<file path="src/rtl/alu_iter_shifter.sv">
// Iterative shift/rotate engine: applies one single-bit shift or rotate step per
// clock, with a valid/ready handshake on the operand side and on the result side.
module alu_iter_shifter #(
  parameter int unsigned W  = 21,
  parameter int unsigned SW = 5
) (
  input  logic          clk,
  input  logic          rst_n,
  input  logic          in_valid,
  output logic          in_ready,
  input  logic [2:0]    op,
  input  logic [W-1:0]  data_in,
  input  logic [SW-1:0] amt,
  output logic          out_valid,
  input  logic          out_ready,
  output logic [W-1:0]  data_out,
  output logic          carry_out,
  output logic          zero,
  output logic          err
);

  localparam logic [2:0] OP_LSR = 3'd0;
  localparam logic [2:0] OP_LSL = 3'd1;
  localparam logic [2:0] OP_ASR = 3'd2;
  localparam logic [2:0] OP_ROR = 3'd3;
  localparam logic [2:0] OP_ROL = 3'd4;

  typedef enum logic [1:0] {
    IDLE = 2'd0,
    RUN  = 2'd1,
    DONE = 2'd2
  } state_t;

  state_t        state_q, state_n;
  logic [W-1:0]  d_q, d_n;
  logic          c_q, c_n;
  logic          err_q, err_n;
  logic          zero_q, zero_n;
  logic [SW-1:0] cnt_q, cnt_n;
  logic [2:0]    op_q, op_n;
  logic          in_ready_q, in_ready_n;
  logic          out_valid_q, out_valid_n;

  // State and datapath registers
  always_ff @(posedge clk or negedge rst_n) begin
    if (!rst_n) begin
      state_q     <= IDLE;
      d_q         <= '0;
      c_q         <= 1'b0;
      err_q       <= 1'b0;
      zero_q      <= 1'b0;
      cnt_q       <= '0;
      op_q        <= OP_LSR;
      in_ready_q  <= 1'b1;
      out_valid_q <= 1'b0;
    end else begin
      state_q     <= state_n;
      d_q         <= d_n;
      c_q         <= c_n;
      err_q       <= err_n;
      zero_q      <= zero_n;
      cnt_q       <= cnt_n;
      op_q        <= op_n;
      in_ready_q  <= in_ready_n;
      out_valid_q <= out_valid_n;
    end
  end

  // Next-state, single-step datapath and registered handshake decode
  always_comb begin
    state_n = state_q;
    d_n     = d_q;
    c_n     = c_q;
    err_n   = err_q;
    zero_n  = zero_q;
    cnt_n   = cnt_q;
    op_n    = op_q;

    case (state_q)
      IDLE: begin
        if (in_valid) begin
          op_n  = op;
          d_n   = data_in;
          c_n   = 1'b0;
          err_n = 1'b0;
          if (op > OP_ROL) begin
            err_n   = 1'b1;
            state_n = DONE;
          end else if (amt == '0) begin
            state_n = DONE;
          end else begin
            cnt_n   = amt;
            state_n = RUN;
          end
        end
      end

      RUN: begin
        case (op_q)
          OP_LSR: begin
            d_n = {1'b0, d_q[W-1:1]};
            c_n = d_q[0];
          end
          OP_LSL: begin
            d_n = {d_q[W-2:0], 1'b0};
            c_n = d_q[W-1];
          end
          OP_ASR: begin
            d_n = {d_q[W-1], d_q[W-1:1]};
            c_n = d_q[0];
          end
          OP_ROR: begin
            d_n = {d_q[0], d_q[W-1:1]};
            c_n = d_q[0];
          end
          OP_ROL: begin
            d_n = {d_q[W-2:0], d_q[W-1]};
            c_n = d_q[W-1];
          end
          default: begin
            d_n = d_q;
            c_n = c_q;
          end
        endcase
        cnt_n = cnt_q - SW'(1);
        if (cnt_q == SW'(1)) begin
          state_n = DONE;
        end
      end

      DONE: begin
        if (out_ready) begin
          state_n = IDLE;
        end
      end

      default: begin
        state_n = IDLE;
      end
    endcase

    // zero tracks the data that will be presented while out_valid is high
    if (state_n == DONE) begin
      zero_n = (d_n == '0);
    end

    in_ready_n  = (state_n == IDLE);
    out_valid_n = (state_n == DONE);
  end

  assign in_ready  = in_ready_q;
  assign out_valid = out_valid_q;
  assign data_out  = d_q;
  assign carry_out = c_q;
  assign zero      = zero_q;
  assign err       = err_q;

endmodule

</file>
<file path="config.mk">
export PLATFORM = sky130hd
export DESIGN_NAME = alu_iter_shifter
export DESIGN_NICKNAME = d
export VERILOG_FILES = /design/src/rtl/alu_iter_shifter.sv
export SDC_FILE = /design/constraint.sdc
export NUM_CORES = 1
export LEC_CHECK = 0
export BUFFER_PORTS_ARGS = -buffer_cell sky130_fd_sc_hd__buf_2
export CORE_ASPECT_RATIO = 0.75
export CORE_MARGIN = 3
export CORE_UTILIZATION = 40
export DETAILED_ROUTE_END_ITERATION = 16
export PLACE_DENSITY = 0.7
export SYNTH_ARGS = -nofsm -noshare
export SYNTH_HDL_FRONTEND = slang
export SYNTH_SLANG_ARGS = --single-unit
</file>
<file path="constraint.sdc">
create_clock -name clk -period 3.3 [get_ports clk]
set_clock_uncertainty 0.05 [all_clocks]
set_input_delay 0.66 -clock clk [delete_from_list [all_inputs] [get_ports clk]]
set_output_delay 0.66 -clock clk [all_outputs]
set_load 0.02 [all_outputs]
</file>
# ---- Yosys cells after proc, flatten, opt, wreduce, memory -nomap -nowiden
# Cells that the tools add are included.
dict set report totals {
  elab_cells 51
  ff_bits 36
  out_inout_bits 26
}
dict set report classes {
  addsub 1
  order_cmp 1
  n_eq_ne 12
  n_reduce_logical 11
  mux 17
}
# operator n
set op_table {}
lappend op_table {{21-bit case mux with 5 select lines} 1}
lappend op_table {{21-bit case mux with 2 select lines} 1}
lappend op_table {{21-bit zero test} 1}
lappend op_table {{21-bit 2-to-1 mux} 1}
lappend op_table {{5-bit 2-to-1 mux} 3}
lappend op_table {{2-bit 2-to-1 mux} 5}
lappend op_table {{5-bit case mux with 2 select lines} 1}
lappend op_table {{3-bit by 2-bit equality test with 1-bit output (second input constant)} 2}
lappend op_table {{2-bit inequality test (second input constant)} 3}
lappend op_table {{2-bit case mux with 3 select lines} 1}
lappend op_table {{5-bit by 1-bit equality test with 1-bit output (second input constant)} 1}
lappend op_table {{5-bit zero test} 1}
lappend op_table {{5-bit by 1-bit subtractor with 5-bit output (second input constant)} 1}
lappend op_table {{2-bit equality test (second input constant)} 2}
lappend op_table {{2-bit zero test} 2}
lappend op_table {{1-bit case mux with 2 select lines} 2}
lappend op_table {{4-bit AND reduction} 1}
lappend op_table {{3-bit by 1-bit equality test with 1-bit output (second input constant)} 1}
lappend op_table {{3-bit equality test (second input constant)} 1}
lappend op_table {{3-bit greater-than comparator (second input constant)} 1}
lappend op_table {{3-bit zero test} 1}
lappend op_table {{3-bit inequality test (second input constant)} 1}
lappend op_table {{3-bit AND reduction} 1}
lappend op_table {{3-bit OR reduction} 1}
lappend op_table {{5 further kinds} 6}

# ---- Logic depth before layout (Yosys ltp)
dict set report logic_depth {
  word_depth 6
  depth_mapped 9
  mapped_depth_nobuf 7
}

# ---- Worst setup path before layout
# No wires, ideal clock.
dict set report synth_path {
  path_type {input-to-reg}
  startpoint {input in_valid}
  endpoint {register zero_q, in the netlist zero}
  required_ps 3146
  path_stages 6
  setup_ps 104
  path_buffers 0
  setup_slack_ps 863
  arrival_ps 2284
  cell_sequence {nor3b_1 > mux2_1 > nand2_1 > o21ai_1 > or4b_1 > o41ai_2}
}
dict set report synth_via {
  elab_chain_len 3
  word_cells_on_any_way 6
  classes_between {eq/ne: 1; mux: 4; reduce/logical: 1}
}
# item line_no
set synth_rtl {}
lappend synth_rtl {{from (decl)} 9} ;# input logic in_valid,
lappend synth_rtl {{21-bit 2-to-1 mux} 81} ;# if (in_valid) begin
lappend synth_rtl {{21-bit case mux with 2 select lines} 79} ;# case (state_q)
lappend synth_rtl {{via d_n[1]} 35} ;# logic [W-1:0] d_q, d_n;
lappend synth_rtl {{21-bit zero test} 144} ;# zero_n = (d_n == '0);
lappend synth_rtl {{to (signal assigned)} 61} ;# zero_q <= zero_n;
lappend synth_rtl {{to (decl)} 38} ;# logic zero_q, zero_n;
# The timed path passes the listed nets, and every way through them passes these cells.
# A chain may end at the register's enable or synchronous reset.

# ---- Worst setup path in the final report
dict set report layout_path {
  startpoint {register op_q[0]}
  endpoint {register zero_q, in the netlist zero}
}
dict set report layout_via {
  elab_chain_len 4
  word_cells_on_any_way 8
  classes_between {eq/ne: 4; mux: 2; reduce/logical: 2}
}
# item line_no
set layout_rtl {}
lappend layout_rtl {{from (decl)} 40} ;# logic [2:0] op_q, op_n;
lappend layout_rtl {{from (signal assigned)} 63} ;# op_q <= op_n;
lappend layout_rtl {{3-bit equality test (tied with other cells)} 99} ;# case (op_q)
lappend layout_rtl {{21-bit case mux with 5 select lines *} 99}
lappend layout_rtl {{21-bit case mux with 2 select lines *} 79}
lappend layout_rtl {{via d_n[1]} 35}
lappend layout_rtl {{21-bit zero test *} 144}
# Mark *: on every way through the listed nets, which the timed path passes. The rest lies on a longest branch.

==> out/qor.csv <==
stage,metric,value,unit
run_status,status,finished clean,
finish,regArea,902,um^2
worst_setup_path,cp_slowest_cell,dfrtp_1,
sta,rsz0062_at_grt,false,
clock_network,holdBufCountCts,0,
power_and_ir_drop,p_per_area,1190,nW/um^2
clock_network,cts_setup_buffers,0,
synth,yosysWarnings,0,
synth,synth.distinct_cells,53,
worst_setup_path,r2r-start,op_q[0],
synth,synth-main-ff-cell,dfrtp_1,
clock_network,numCtsBuffers,5,
clock_network,clock_path_buffers,2,
sta,whs,0.420,ns
sta,setup_violations,0,
floorplanning,ios,59,
finish,fin_nets,345,
clock_network,post_cts_resize_count,0,
sta,drv_slew,0,
synth,async_flop_share,1.00,
worst_setup_path,reg2reg_to,zero,
routing,wl_per_cell,18.1,um
placement,placed_area,2620,um^2
placement,portBuffers,58,
power_and_ir_drop,total_power,3.26,mW
synth,ys_ff_latch,36,
worst_setup_path,critical_path_class,reg2reg,
worst_setup_path,arrival,2.72,ns
sta,worst_slack,0.712,ns
placement,dp.cells,378,
clock_network,cts.clk_slew.worst_paths,0.08,ns
global_route,top_usage_layer,met1,
floorplanning,core_area,5410,um^2
finish,antenna_cells,0,
worst_setup_path,cp-end-kind,register,
worst_setup_path,rrSetupSlack,0.71,ns
finish,stdcell_count,386,
routing,vias,2381,
routing,wirelength,6.97,mm
worst_setup_path,required,3.43,ns
worst_setup_path,reg2reg_depth,6,
synth,synth_top_cell_by_area,dfrtp_1,
finish,layout_common_cells,"buf_2, dfrtp_1, nand2_1, nor2_1, nor3_1",
finish,n_fill_cell,555,
routing,via_per_inst,6.17,
synth,netlist_instances,255,
floorplanning,start_util,0.420,
power_and_ir_drop,pwr-share-comb,0.576,
global_route,grt.total_usage,0.218,
power_and_ir_drop,pwr-share-seq,0.293,
synth,synth-edff-count,0,
sta,tns,0,ns
worst_hold_path,hold_class,in2async,
global_route,gr-usage-met3,0.0504,
synth,yosysSeqAreaShare,0.397,
worst_setup_path,cp-start-kind,register,
sta,fin_crit,2.59,ns
floorplanning,core.rowCount,23,
sta,tightestPinTransition,0.834,ns
routing,drtIter0Drc,270,
synth,syn-mean-instance-area,8.91,um^2
finish,layout-drive-gt1-share,0.286,
clock_network,htreeDepth,2,
power_and_ir_drop,p_sw_frac,0.491,
power_and_ir_drop,p_leak,1.17,nW
power_and_ir_drop,switchingPower,1.60,mW
placement,globalplace.congestion,0.892,
global_route,antenna_found_initial,0,
power_and_ir_drop,internal-power,1.66,mW
finish,area_growth,20.7,%
global_route,grt_pass1_wl,11.4,mm
worst_setup_path,path_cells,"nor2b_4, nor2_1, mux2i_1, o21ai_1, or4b_1, o41ai_2",
placement,dp_hpwl,5.03,mm
synth,syn_area,2270,um^2
clock_network,clock_latency,0.29,ns
synth,yosysTopAreaCellShare,0.385,
finish,final_common_cell,buf_2,
floorplanning,die_area,6630,um^2
routing,antenna_left,0,
global_route,grtUsageMet2,0.291,
finish,final_util,0.507,
placement,dpl_worst_slack,0.567,ns
power_and_ir_drop,ir_drop,0.560,mV
floorplanning,fp.dieH,71.3,um
routing,drc,0,
sta,hold_viol,0,
clock_network,cts_tree,built,
sta,slew_headroom,0.444,
global_route,grt_use_met1,0.351,
sta,period_share,0.784,
worst_setup_path,critical-path-max-stage-delay,0.59,ns
global_route,overflow,0,
worst_setup_path,cp_max_fo,20,
global_route,grt_pass1_vias,2192,
sta,fmax,386,MHz
power_and_ir_drop,p_clk_frac,0.132,
synth,synth_area_leaders,"dfrtp_1, nand2_1, o32ai_1, nor3_1, o21ai_0",
global_route,grt_max_degree,37,
routing,drt-pass1-iter-count,5,
synth,synth_fp_nets,290,
finish,final_area,2740,um^2
clock_network,cts.sinks,36,
clock_network,cts-root-buf,clkbuf_8,
run,maxCapViolCount,0,
floorplanning,die_w,93.0,um
finish,multi_input_area,1240,um^2
[how the worst max path moves through the flow]
stage                     startpoint   end  slack [ns]  depth (start not counted)
after floorplan             in_valid  zero        0.86                          6
after global placement      in_valid  zero        0.69                          7
after detailed placement    in_valid  zero        0.57                          7
after CTS                    op_q[0]  zero        0.74                          6
after global routing      state_q[1]  zero        0.57                          7
final                        op_q[0]  zero        0.71                          6
[worst max-delay path, delay by kind of cell (launching register included)]
family	cells	cell delay [ns]
and+or+nand+nor	3	1.23
AOI/OAI and AO/OA	2	0.42
muxes	1	0.19
DFF	1	0.59
[cell type report]
class / instances / share of cell area
Multi-Input combinational cell: 195 / 0.453
Inverter: 5 / 0.00684
Tap cell: 75 / 0.0342
Clock inverter: 1 / 0.0109
Sequential cell: 36 / 0.329
Clock buffer: 7 / 0.0351
Timing Repair Buffer: 67 / 0.130
[registers in the layout (all words and copies together), names as in the netlist]
register / cells
out_valid: 1
err: 1
state_q: 2
zero: 1
cnt_q: 5
in_ready: 1
data_out: 21
op_q: 3
carry_out: 1
[cell usage after synthesis, types with 2 or more instances]
cell	count
nand3_1	4
a32oi_1	7
inv_1	5
ha_1	2
nand3b_1	2
nor3_1	17
or2_2	5
o211ai_1	8
mux2i_1	2
buf_6	3
dfrtp_1	35
o31ai_1	8
nor2b_1	8
or3_1	2
a211oi_1	2
a22oi_1	8
o221ai_1	2
nand2_1	26
nor3b_1	2
o21ai_1	5
or2_0	3
nor2_1	19
o21ai_0	15
nor4_1	3
o32ai_1	10
clkbuf_1	8
a21oi_1	10
buf_2	5
nand2b_1	2
o22ai_1	2
o221a_2	3
[power groups by stage]
stage | combinational, mW | clock [mW] | sequential [mW]
floorplan | 1.23 | 0 | 1.04
global placement | 1.82 | 0 | 0.957
detailed placement | 1.85 | 0 | 0.951
CTS | 1.86 | 0.435 | 0.944
global route | 2.05 | 0.454 | 0.997
finish | 1.88 | 0.430 | 0.954
[layer usage]
metal  vias up  wire (um)  share of wire
met5         -          0              0
met4         0         77          0.011
met3        15        645          0.092
li1       1086          -              -
met1      1138       3270           0.47
met2       142       2980           0.43
[logic make-up after synthesis]
| family | synth area share |
|---|---|
| AOI/OAI and AO/OA | 0.287 |
| adders and majority gates | 0.0110 |
| muxes | 0.0138 |
| buffers and inverters | 0.0556 |
| and+or+nand+nor | 0.223 |
| DFF | 0.397 |
| xor gates and xnor gates | 0.0121 |
(Power assumes the default switching activity.)
